--- config.mk ---
export PLATFORM = sky130hd
export DESIGN_NAME = prio_encoder_seq
export DESIGN_NICKNAME = d
export VERILOG_FILES = /design/src/rtl/encoder_pkg.sv /design/src/rtl/prio_pick.sv /design/src/rtl/prio_encoder_seq.sv
export SDC_FILE = /design/constraint.sdc
export NUM_CORES = 1
export LEC_CHECK = 0
export ABC_AREA = 0
export ABC_CLOCK_PERIOD_IN_PS = 1500
export BUFFER_PORTS_ARGS = -buffer_cell sky130_fd_sc_hd__buf_2
export CORE_UTILIZATION = 40
export CTS_CLUSTER_SIZE = 10
export DETAILED_ROUTE_END_ITERATION = 12
export PLACE_DENSITY_LB_ADDON = 0.3
export SLEW_MARGIN = 40
export SYNTH_ARGS = -nofsm -noshare
export SYNTH_HDL_FRONTEND = slang
export SYNTH_HIERARCHICAL = 1
export SYNTH_SLANG_ARGS = --single-unit
--- constraint.sdc ---
create_clock -name clk -period 1.5 [get_ports clk]
set_input_delay 0.075 -clock clk [delete_from_list [all_inputs] [get_ports clk]]
set_output_delay 0.075 -clock clk [all_outputs]
set_load 0.005 [all_outputs]
--- src/rtl/encoder_pkg.sv ---
// Shared types and helpers for the registered priority encoder family.
// Helpers work on a fixed maximum width; callers zero-extend narrower vectors.
package encoder_pkg;

    localparam int MAX_N = 64;
    localparam int MAX_W = 6;

    typedef enum logic {
        IDLE = 1'b0,
        HOLD = 1'b1
    } state_t;

    // Clearing the lowest set bit leaves something only if two or more bits were set.
    function automatic logic multi_hot(input logic [MAX_N-1:0] v);
        return (v & (v - MAX_N'(1))) != '0;
    endfunction

    function automatic logic [MAX_W-1:0] onehot_to_idx(input logic [MAX_N-1:0] oh);
        logic [MAX_W-1:0] idx;
        idx = '0;
        for (int i = 0; i < MAX_N; i++) begin
            if (oh[i]) begin
                idx = idx | MAX_W'(i);
            end
        end
        return idx;
    endfunction

endpackage

--- src/rtl/prio_pick.sv ---
// Combinational picker: highest set index in fixed mode, or the first set
// index at or above ptr (wrapping to the lowest set index) in round-robin mode.
module prio_pick
    import encoder_pkg::*;
#(
    parameter int N = 8,
    parameter int W = $clog2(N)
) (
    input  logic [N-1:0] req,
    input  logic [W-1:0] ptr,
    input  logic         rr_en,
    output logic [N-1:0] grant,
    output logic [W-1:0] code,
    output logic         any
);

    logic [N-1:0]     upper;
    logic [N-1:0]     fix_grant;
    logic [N-1:0]     lo_upper;
    logic [N-1:0]     lo_all;
    logic [N-1:0]     rr_grant;
    logic [MAX_W-1:0] idx_full;

    always_comb begin
        upper     = '0;
        fix_grant = '0;
        for (int i = 0; i < N; i++) begin
            if (i >= int'(ptr)) begin
                upper[i] = req[i];
            end
            // Later iterations overwrite earlier ones, so the highest index wins.
            if (req[i]) begin
                fix_grant    = '0;
                fix_grant[i] = 1'b1;
            end
        end

        lo_upper = upper & (~upper + N'(1));
        lo_all   = req & (~req + N'(1));
        rr_grant = (upper != '0) ? lo_upper : lo_all;

        grant    = rr_en ? rr_grant : fix_grant;
        idx_full = onehot_to_idx(MAX_N'(grant));
        code     = W'(idx_full);
        any      = |req;
    end

endmodule

--- src/rtl/prio_encoder_seq.sv ---
// Registered N-to-log2(N) priority encoder holding one result per sample
// until it is consumed through a valid/ready handshake.
module prio_encoder_seq
    import encoder_pkg::*;
#(
    parameter int N  = 8,
    parameter int W  = $clog2(N),
    parameter int RR = 0
) (
    input  logic         clk,
    input  logic         rst_n,
    input  logic [N-1:0] req,
    input  logic         sample,
    input  logic         out_ready,
    output logic         valid,
    output logic [W-1:0] code,
    output logic [N-1:0] grant,
    output logic         none,
    output logic         multi
);

    state_t       state;
    state_t       state_next;
    logic         load;
    logic         handshake;
    logic [W-1:0] ptr;
    logic [W-1:0] ptr_succ;
    logic [W-1:0] ptr_eff;

    logic [N-1:0] pick_grant;
    logic [W-1:0] pick_code;
    logic         pick_any;

    logic [W-1:0] code_p1;
    logic [N-1:0] grant_p1;
    logic         none_p1;
    logic         multi_p1;

    assign valid     = (state == HOLD);
    assign handshake = valid && out_ready;

    // Explicit wrap so non-power-of-two N returns to 0 rather than overflowing.
    assign ptr_succ = (code_p1 == W'(N - 1)) ? '0 : code_p1 + W'(1);

    // A back-to-back load must already see the pointer advanced by the result
    // being consumed on the same edge.
    assign ptr_eff = ((RR != 0) && handshake && !none_p1) ? ptr_succ : ptr;

    prio_pick #(
        .N (N),
        .W (W)
    ) u_pick (
        .req   (req),
        .ptr   (ptr_eff),
        .rr_en (RR != 0),
        .grant (pick_grant),
        .code  (pick_code),
        .any   (pick_any)
    );

    always_comb begin
        state_next = state;
        load       = 1'b0;
        case (state)
            IDLE: begin
                if (sample) begin
                    load       = 1'b1;
                    state_next = HOLD;
                end
            end
            HOLD: begin
                if (out_ready) begin
                    if (sample) begin
                        load = 1'b1;
                    end else begin
                        state_next = IDLE;
                    end
                end
            end
            default: state_next = IDLE;
        endcase
    end

    // ---- stage p1: held result ----
    always_ff @(posedge clk) begin
        if (!rst_n) begin
            state    <= IDLE;
            ptr      <= '0;
            code_p1  <= '0;
            grant_p1 <= '0;
            none_p1  <= 1'b0;
            multi_p1 <= 1'b0;
        end else begin
            state <= state_next;
            ptr   <= ptr_eff;
            if (load) begin
                code_p1  <= pick_code;
                grant_p1 <= pick_grant;
                none_p1  <= !pick_any;
                multi_p1 <= multi_hot(MAX_N'(req));
            end
        end
    end

    assign code  = code_p1;
    assign grant = grant_p1;
    assign none  = none_p1;
    assign multi = multi_p1;

    a_grant_onehot: assert property (@(posedge clk) disable iff (!rst_n)
        $onehot0(grant_p1));

    a_none_zero: assert property (@(posedge clk) disable iff (!rst_n)
        none_p1 |-> (grant_p1 == '0 && code_p1 == '0 && !multi_p1));

endmodule

---- Word level (Yosys, flattened, before mapping) ----
Cells that the tools add are included.
W data, S select, Z words.
word-level totals
  register bits ........................... 14
  input bits .............................. 12
  output and inout port bits .............. 14
  logic and storage cells ................. 31
operators by class
  add/sub/neg operators ................... 1
  multiplexer cells ....................... 20
  bitwise gates (word level) .............. 2
  reduce and logical (&&, ||, !) cells .... 3
operator list
  kind                   number
  $and A8 B64 Y64        1
  $reduce_bool A64 Y1    1
  $mux W8                7
  $mux W3                4
  $sub A8 B1 Y9 const B  1
  $reduce_or A8 Y1       1
  $mux W1                5
  $mux W2                2
  $pmux W1 S2            2
  $logic_not A1 Y1       1
  $not A1 Y1             1

---- Depth between registers and ports, before layout ----
Gate-level depths: netlist of run 1.
  word-level depth ........................ 15
  depth in mapped cells ................... 9
  mapped depth without buffers ............ 8

---- By module ----
The synthesis of run 1 kept the hierarchy.
by module, submodules not included
  module            instances  cells each  area each (um^2)  seq. area each (um^2)
  prio_encoder_seq  1          70          623.1             280.3
  prio_pick         1          76          503.0             0.0

---- Least setup slack after synthesis of run 1 ----
Ideal clock, no wire load.
  path kind ............................... input -> register
  from .................................... input req[0]
  to ...................................... register multi_p1, in the netlist multi
  setup time .............................. 0.130 ns
  data arrival time ....................... 1.147 ns
  required time ........................... 1.370 ns
  setup slack ............................. 0.223 ns
  stages on the path ...................... 4
  buffers on the path ..................... 0
  cell sequence ........................... or4_4 > a211o_2 > a21oi_2 > o211ai_1
between the ends
  word-level cells in the longest chain between the ends .. 3
ends and longest elaborated chain
  item                   line                     source
  from (decl)            prio_encoder_seq.sv:12   input logic [N-1:0] req,
  $sub A8 B1 Y9          encoder_pkg.sv:15        return (v & (v - MAX_N'(1))) != '0;
  $and A8 B64 Y64 *      encoder_pkg.sv:15
  $reduce_bool A64 Y1 *  encoder_pkg.sv:15
  to (signal assigned)   prio_encoder_seq.sv:100  multi_p1 <= multi_hot(MAX_N'(req));
  to (decl)              prio_encoder_seq.sv:37   logic multi_p1;
Every way passes the cells marked *; elsewhere a longest branch is shown, timed or not.
A chain may end at the register's enable or synchronous reset.

---- Worst setup path in the final report of run 1 ----
  from .................................... input req[6]
  to ...................................... register code_p1[0], in the netlist code[0]
between the ends
  word-level cells in the longest chain between the ends .. 9
ends and longest elaborated chain
  item                  line                    source
  $mux W8 (2 in a row)  prio_pick.sv:32         if (req[i]) begin
  net pick_grant[1]     prio_encoder_seq.sv:30  logic [N-1:0] pick_grant;
  $mux W1               encoder_pkg.sv:22       if (oh[i]) begin
  $mux W2 (2 in a row)  encoder_pkg.sv:22
  $mux W3 (4 in a row)  encoder_pkg.sv:22
  net pick_code[0]      prio_encoder_seq.sv:31  logic [W-1:0] pick_code;
  to (signal assigned)  prio_encoder_seq.sv:97  code_p1 <= pick_code;
  to (decl)             prio_encoder_seq.sv:34  logic [W-1:0] code_p1;
The timed path passes the listed nets, and every way through them passes these cells.

==> results of run 1 <==
-- routing by layer --
metal  part of all wire (%)  up-vias  track usage, %
met2                     47       46           32.53
met3                    6.5        2           5.738
met1                     46      529           27.52
met5                      0        -               0
li1                       -      597               -
met4                  0.074        0           4.583
-- how the worst max path moves through the flow --
stage	to	cells past startpoint	startpoint	slack [ns]
global route	code[0]$_SDFFE_PN0P_	8	req[6]	0.15
global placement	code[1]$_SDFFE_PN0P_	9	req[2]	0.07
finish	code[0]$_SDFFE_PN0P_	8	req[6]	0.30
floorplan	multi$_SDFFE_PN0P_	4	req[0]	0.22
detailed placement	multi$_SDFFE_PN0P_	5	req[0]	0.03
CTS	multi$_SDFFE_PN0P_	5	req[0]	0.32
-- metrics by stage --
stage / instance area [sq um] / power [uW] / instances / util, % / worst slack [ns]
detailed placement: 1326 / 648.1 / 213 / 51.66 / 0.02903
global route: 1349 / 907.4 / 216 / 52.53 / 0.1485
global placement: 1326 / 643.7 / 213 / 51.66 / 0.06527
CTS: 1349 / 851.1 / 216 / 52.53 / 0.3242
floorplan: 1171 / 574.6 / 158 / - / 0.2232
finish: 1349 / 849.1 / 216 / 52.53 / 0.2981
-- power groups by stage --
stage	Clock [uW]	Combinational, uW	Sequential [uW]
after floorplan	0	164	410
after global placement	0	236	407
after detailed placement	0	240	408
after CTS	210	242	399
after global routing	223	283	402
final	200	250	399
-- registers in the layout (all words and copies together), names as in the netlist --
| signal | count |
|---|---|
| none | 1 |
| valid | 1 |
| code | 3 |
| grant | 8 |
| multi | 1 |
-- cells in the final DEF, fill, tap and decap left out, drive strengths merged, types with 2 or more instances in the layout --
cell,instances
o211ai,3
clkbuf,3
or2,2
conb,13
or4,3
o22ai,2
nand3b,2
a211o,2
nand2b,4
buf,33
a21boi,15
nand3,7
or3,2
nor3,5
a32oi,2
nand2,31
nor2b,3
o31ai,2
inv,5
o21ai,5
a21oi,3
nor2,7
and2,2
dfxtp,14
-- worst register-to-register path, delay by kind of cell, from the launching register on --
kind | cells | cell delay, ns
simple gates | 3 | 0.50
flops | 1 | 0.33
compound gates | 1 | 0.18
-- logic make-up (layout without fill, tap and decap cells) --
logic type               after synthesis  after routing  synth area share, %
other                                  1             13               0.3330
flip-flops                            14             14                24.89
adder cells (fa/ha/maj)                1              1               0.8889
multiplexers                           1              1                1.333
AO/OA/AOI/OAI                         44             44                31.11
AND/OR/NAND/NOR                       72             72                33.78
buffers and inverters                 13             41                7.666
-- final cells by class --
| cell class | count | share of cell area [%] |
|---|---|---|
| multi-input cells | 131 | 59.65 |
| flip-flops and latches | 14 | 20.78 |
| repair buffers | 33 | 13.73 |
| well taps | 30 | 2.783 |
| clock buffers | 3 | 1.670 |
| inverters | 5 | 1.391 |
==> impl_metrics.ini, run 1 <==
[run_status]
status = finished, final reports clean

[pwr]
seqPwrFrac_pct = 47.0
p_switching_uw = 256.3
combPwrFrac_pct = 29.5
clkPwrFrac_pct = 23.5
leakage_uw = 0.0005772
internal-power_uw = 592.7
swShare_pct = 30.19
p_per_area_mw_per_mm2 = 629.5
max-vdd-ir-drop_mv = 0.4997

[setup_path]
required_ns = 1.70
start_kind = primary input
cp_top_family = compound AO/OA/AOI/OAI gates
rrSetupSlack_ns = 0.41
cpPeakStageDelay_ns = 0.26
ff2ff_path_depth = 4
cp_cell_sequence = buf_2 -> nor3_1 -> nand2_1 -> o31ai_1 -> o21a_1 -> nand3b_1 -> nand2_1 -> a21boi_0
rr_endpoint = grant[1]$_SDFFE_PN0P_
cp.buffers_inverters = 1
timing.critical_path.mode_cell = nand2_1
path_class = primary input to flip-flop
crit_fanout = 7
end_kind = flip-flop
cp_slowest_cell = nor3_1
arrival_ns = 1.40
r2r-start = valid$_SDFF_PN0_

[synthesis]
post-synth-top-area-cell = dfxtp_1
synthDistinctLibCells = 57
syn-cell-area_sq_mm = 0.001126
synth_edf_count = 0
ys.flop_type = dfxtp_1
synth_cells = 146
synthTopCellsByArea = dfxtp_1 25%, nand2_1 10%, a21boi_0 9.3%, nand3_1 3.1%, nor2_1 2.3%
ys_seq_area_share_pct = 24.89
yosys-top-cells-count = 30 x nand2_1, 14 x a21boi_0, 14 x dfxtp_1
synth_top_area_share_pct = 24.89
ys_seq_elements = 14
yosysMostFrequentCell = nand2_1
synth.avg_cell_area_sq_um = 7.713
async_flop_share_pct = 0
yosysWarnings = 6

[clocking]
cts_buffers = 3
cts_setup_buffers = 0
cts-root-buf = clkbuf_4
cts_hold_buf = 0
worstSkewPairLatency_ns = 0.27
cts_sinks = 14
htree_num_levels = 1
clk_pin_slew_ns = 0.07
cts_resized = 0
cts_tree = built
cts_max_path_buffers = 2

[drt]
drt_pass1_iterations = 4
via_count = 1174
drc = 0
totalWireLength_mm = 2.703
ant_nets = 0
drt_iter0_drc = 44
wl_per_cell_um = 12.51
vias_per_cell = 5.435

[finish]
synthToLayoutAreaGrowth_pct = 19.78
final_nets = 200
seq_area_sq_um = 280.3
multi_input_area_sq_um = 804.5
fill_cells = 254
drive_above_1_share_pct = 29.57
antenna_cells = 0

[global_routing]
grt_pass1_wl_mm = 4.471
grtUsageTotal_pct = 20.55
antenna_found_initial = 0
grt_pass1_vias = 1030
grt_max_degree = 17
grt-ovfl-total = 0

[timing]
maxSlewViolCount = 0
hold_ws_ns = 0.06990
fmax_mhz = 832.0
hold_violations = 0
fin_worst_skew_ns = 0.001852
fin_tns_setup_ns = 0
setup_violations = 0
fin_crit_ns = 1.202
finalCritPeriodShare_pct = 80.13
rsz0062_at_grt = no

[place]
gp_congestion = 0.9176
port_buffers = 25
place_hpwl_mm = 2.142

[min_path]
hold_class = primary input to flip-flop
hold_path_end = valid$_SDFF_PN0_
holdCritStartpoint = sample
whs_path_depth = 3

[floorplan]
fp-row-count = 18
dieArea_sq_mm = 0.003032
core_area_sq_mm = 0.002567
io_pins = 26
dieWidth_um = 55.06
start_util_pct = 43.86
die_h_um = 55.06

[run]
drv_cap = 0
Power figures use the tool's default switching activity.
==> run 2, diff against run 1 <==
--- a/config.mk
+++ b/config.mk
@@ -6,7 +6,7 @@
 export NUM_CORES = 1
 export LEC_CHECK = 0
 export ABC_AREA = 0
-export ABC_CLOCK_PERIOD_IN_PS = 1500
+export ABC_CLOCK_PERIOD_IN_PS = 1200
 export BUFFER_PORTS_ARGS = -buffer_cell sky130_fd_sc_hd__buf_2
 export CORE_UTILIZATION = 40
 export CTS_CLUSTER_SIZE = 10
==> constraint.sdc (replaced) <==
create_clock -name clk -period 1.2 [get_ports clk]
set_input_delay 0.06 -clock clk [delete_from_list [all_inputs] [get_ports clk]]
set_output_delay 0.06 -clock clk [all_outputs]
set_load 0.005 [all_outputs]
==> impl_metrics.ini, run 2 (synthesis gave the netlist of run 1 again) <==
[run_status]
status = finished, final reports clean

[floorplan]
fp-row-count = 18
dieArea_sq_mm = 0.003032
dieWidth_um = 55.06
start_util_pct = 43.86
die_h_um = 55.06
core_area_sq_mm = 0.002567
io_pins = 26

[place]
gp_congestion = 0.9290
place_ws_ns = -0.2418
postPlaceCellArea_sq_mm = 0.001461
port_buffers = 25
place_hpwl_mm = 2.339
placedCellCount = 231

[clocking]
worstSkewPairLatency_ns = 0.28
cts_setup_buffers = 0
cts_sinks = 14
cts_buffers = 3
cts_tree = built
clk_pin_slew_ns = 0.08
htree_num_levels = 1
cts-root-buf = clkbuf_4
cts_max_path_buffers = 2

[drt]
via_count = 1235
vias_per_cell = 5.278
totalWireLength_mm = 2.881
drt_iter0_drc = 23
drc = 0
ant_nets = 0
wl_per_cell_um = 12.31
drt_pass1_iterations = 4

[run]
drv_cap = 0

[finish]
antenna_cells = 0
final_cell_mix = 30 x nand2_1, 27 x buf_4, 24 x buf_2
drive_above_1_share_pct = 36.76
instances_no_fill = 234
largest_register_ffs = 8
synthToLayoutAreaGrowth_pct = 33.44
final_common_cell = nand2_1
final_nets = 218
stdcell_area_sq_mm = 0.001503

[global_routing]
antenna_found_initial = 0
grtUsageTotal_pct = 21.42
grt-ovfl-total = 0
grt_pass1_wl_mm = 4.698
grt_max_degree = 17
grt_pass1_vias = 1114

[pwr]
leakage_uw = 0.0006726
max-vdd-ir-drop_mv = 0.9311
p_per_area_mw_per_mm2 = 747.9

[setup_path]
critical_path.startpoint = req[0]
rrSetupSlack_ns = 0.13
end_kind = flip-flop
r2r-start = valid$_SDFF_PN0_
required_ns = 1.36
start_kind = primary input
arrival_ns = 1.30
crit_fanout = 3
path_class = primary input to flip-flop

[timing]
maxSlewViolCount = 0
fin_worst_skew_ns = 0.0004143
hold_violations = 0
fin_crit_ns = 1.138
fmax_mhz = 878.4
setup_ws_ns = 0.06158
finalCritPeriodShare_pct = 94.87
rsz0062_at_grt = no
setup_violations = 0

[min_path]
holdCritStartpoint = sample
hold_class = primary input to flip-flop
run 2: repair_timing:
item / in CTS / in global routing
hold endpoints to repair: 0 / 0
endpoints found under the setup margin: 0 / 2
resized for setup: 0 / 4
hold buffers: 0 / 0
run 2: area by class of cell:
type / instances / area, sq um
timing repair buffer: 51 / 322.8
inverter: 5 / 18.77
tap: 30 / 37.54
fill: 259 / 1065
multi-input combinational: 131 / 820.8
sequential: 14 / 280.3
clock buffer: 3 / 22.52
run 2: worst max-delay path: stages:
cell,delay [ns]
buf_2,0.12
or4_4,0.55
or4_1,0.41
nand3_1,0.09
o211ai_1,0.08
run 2: worst paths after layout:
check / to / depth (start not counted)
max: multi$_SDFFE_PN0P_ / 5
max reg2reg: grant[1]$_SDFFE_PN0P_ / 4
min: valid$_SDFF_PN0_ / 3
min reg2reg: grant[7]$_SDFFE_PN0P_ / 2
run 2: stage by stage:
step           setup TNS [ns]  power, uW  hold WS, ns  util [%]
3_3_place_gp           -1.061      851.9       0.3207     56.92
3_5_place_dp           -1.230      859.4       0.3387     56.92
5_1_grt                     0       1195      0.03885     58.53
6_report                    0       1124      0.03973     58.53
4_1_cts                     0       1119      0.03903     57.80
2_1_floorplan        -0.04737      718.4       0.1989         -
run 2: power breakdown:
part	switching [uW]	internal, uW
logic	188	178
registers	10.3	488
clock network	143	116
run 2: layer usage:
layer	vias up	share of wire, %	global-route usage [%]
met2	33	48	36.35
met3	0	5.4	5.738
li1	631	-	-
met4	0	0	2.917
met5	-	0	0
met1	571	47	27.57
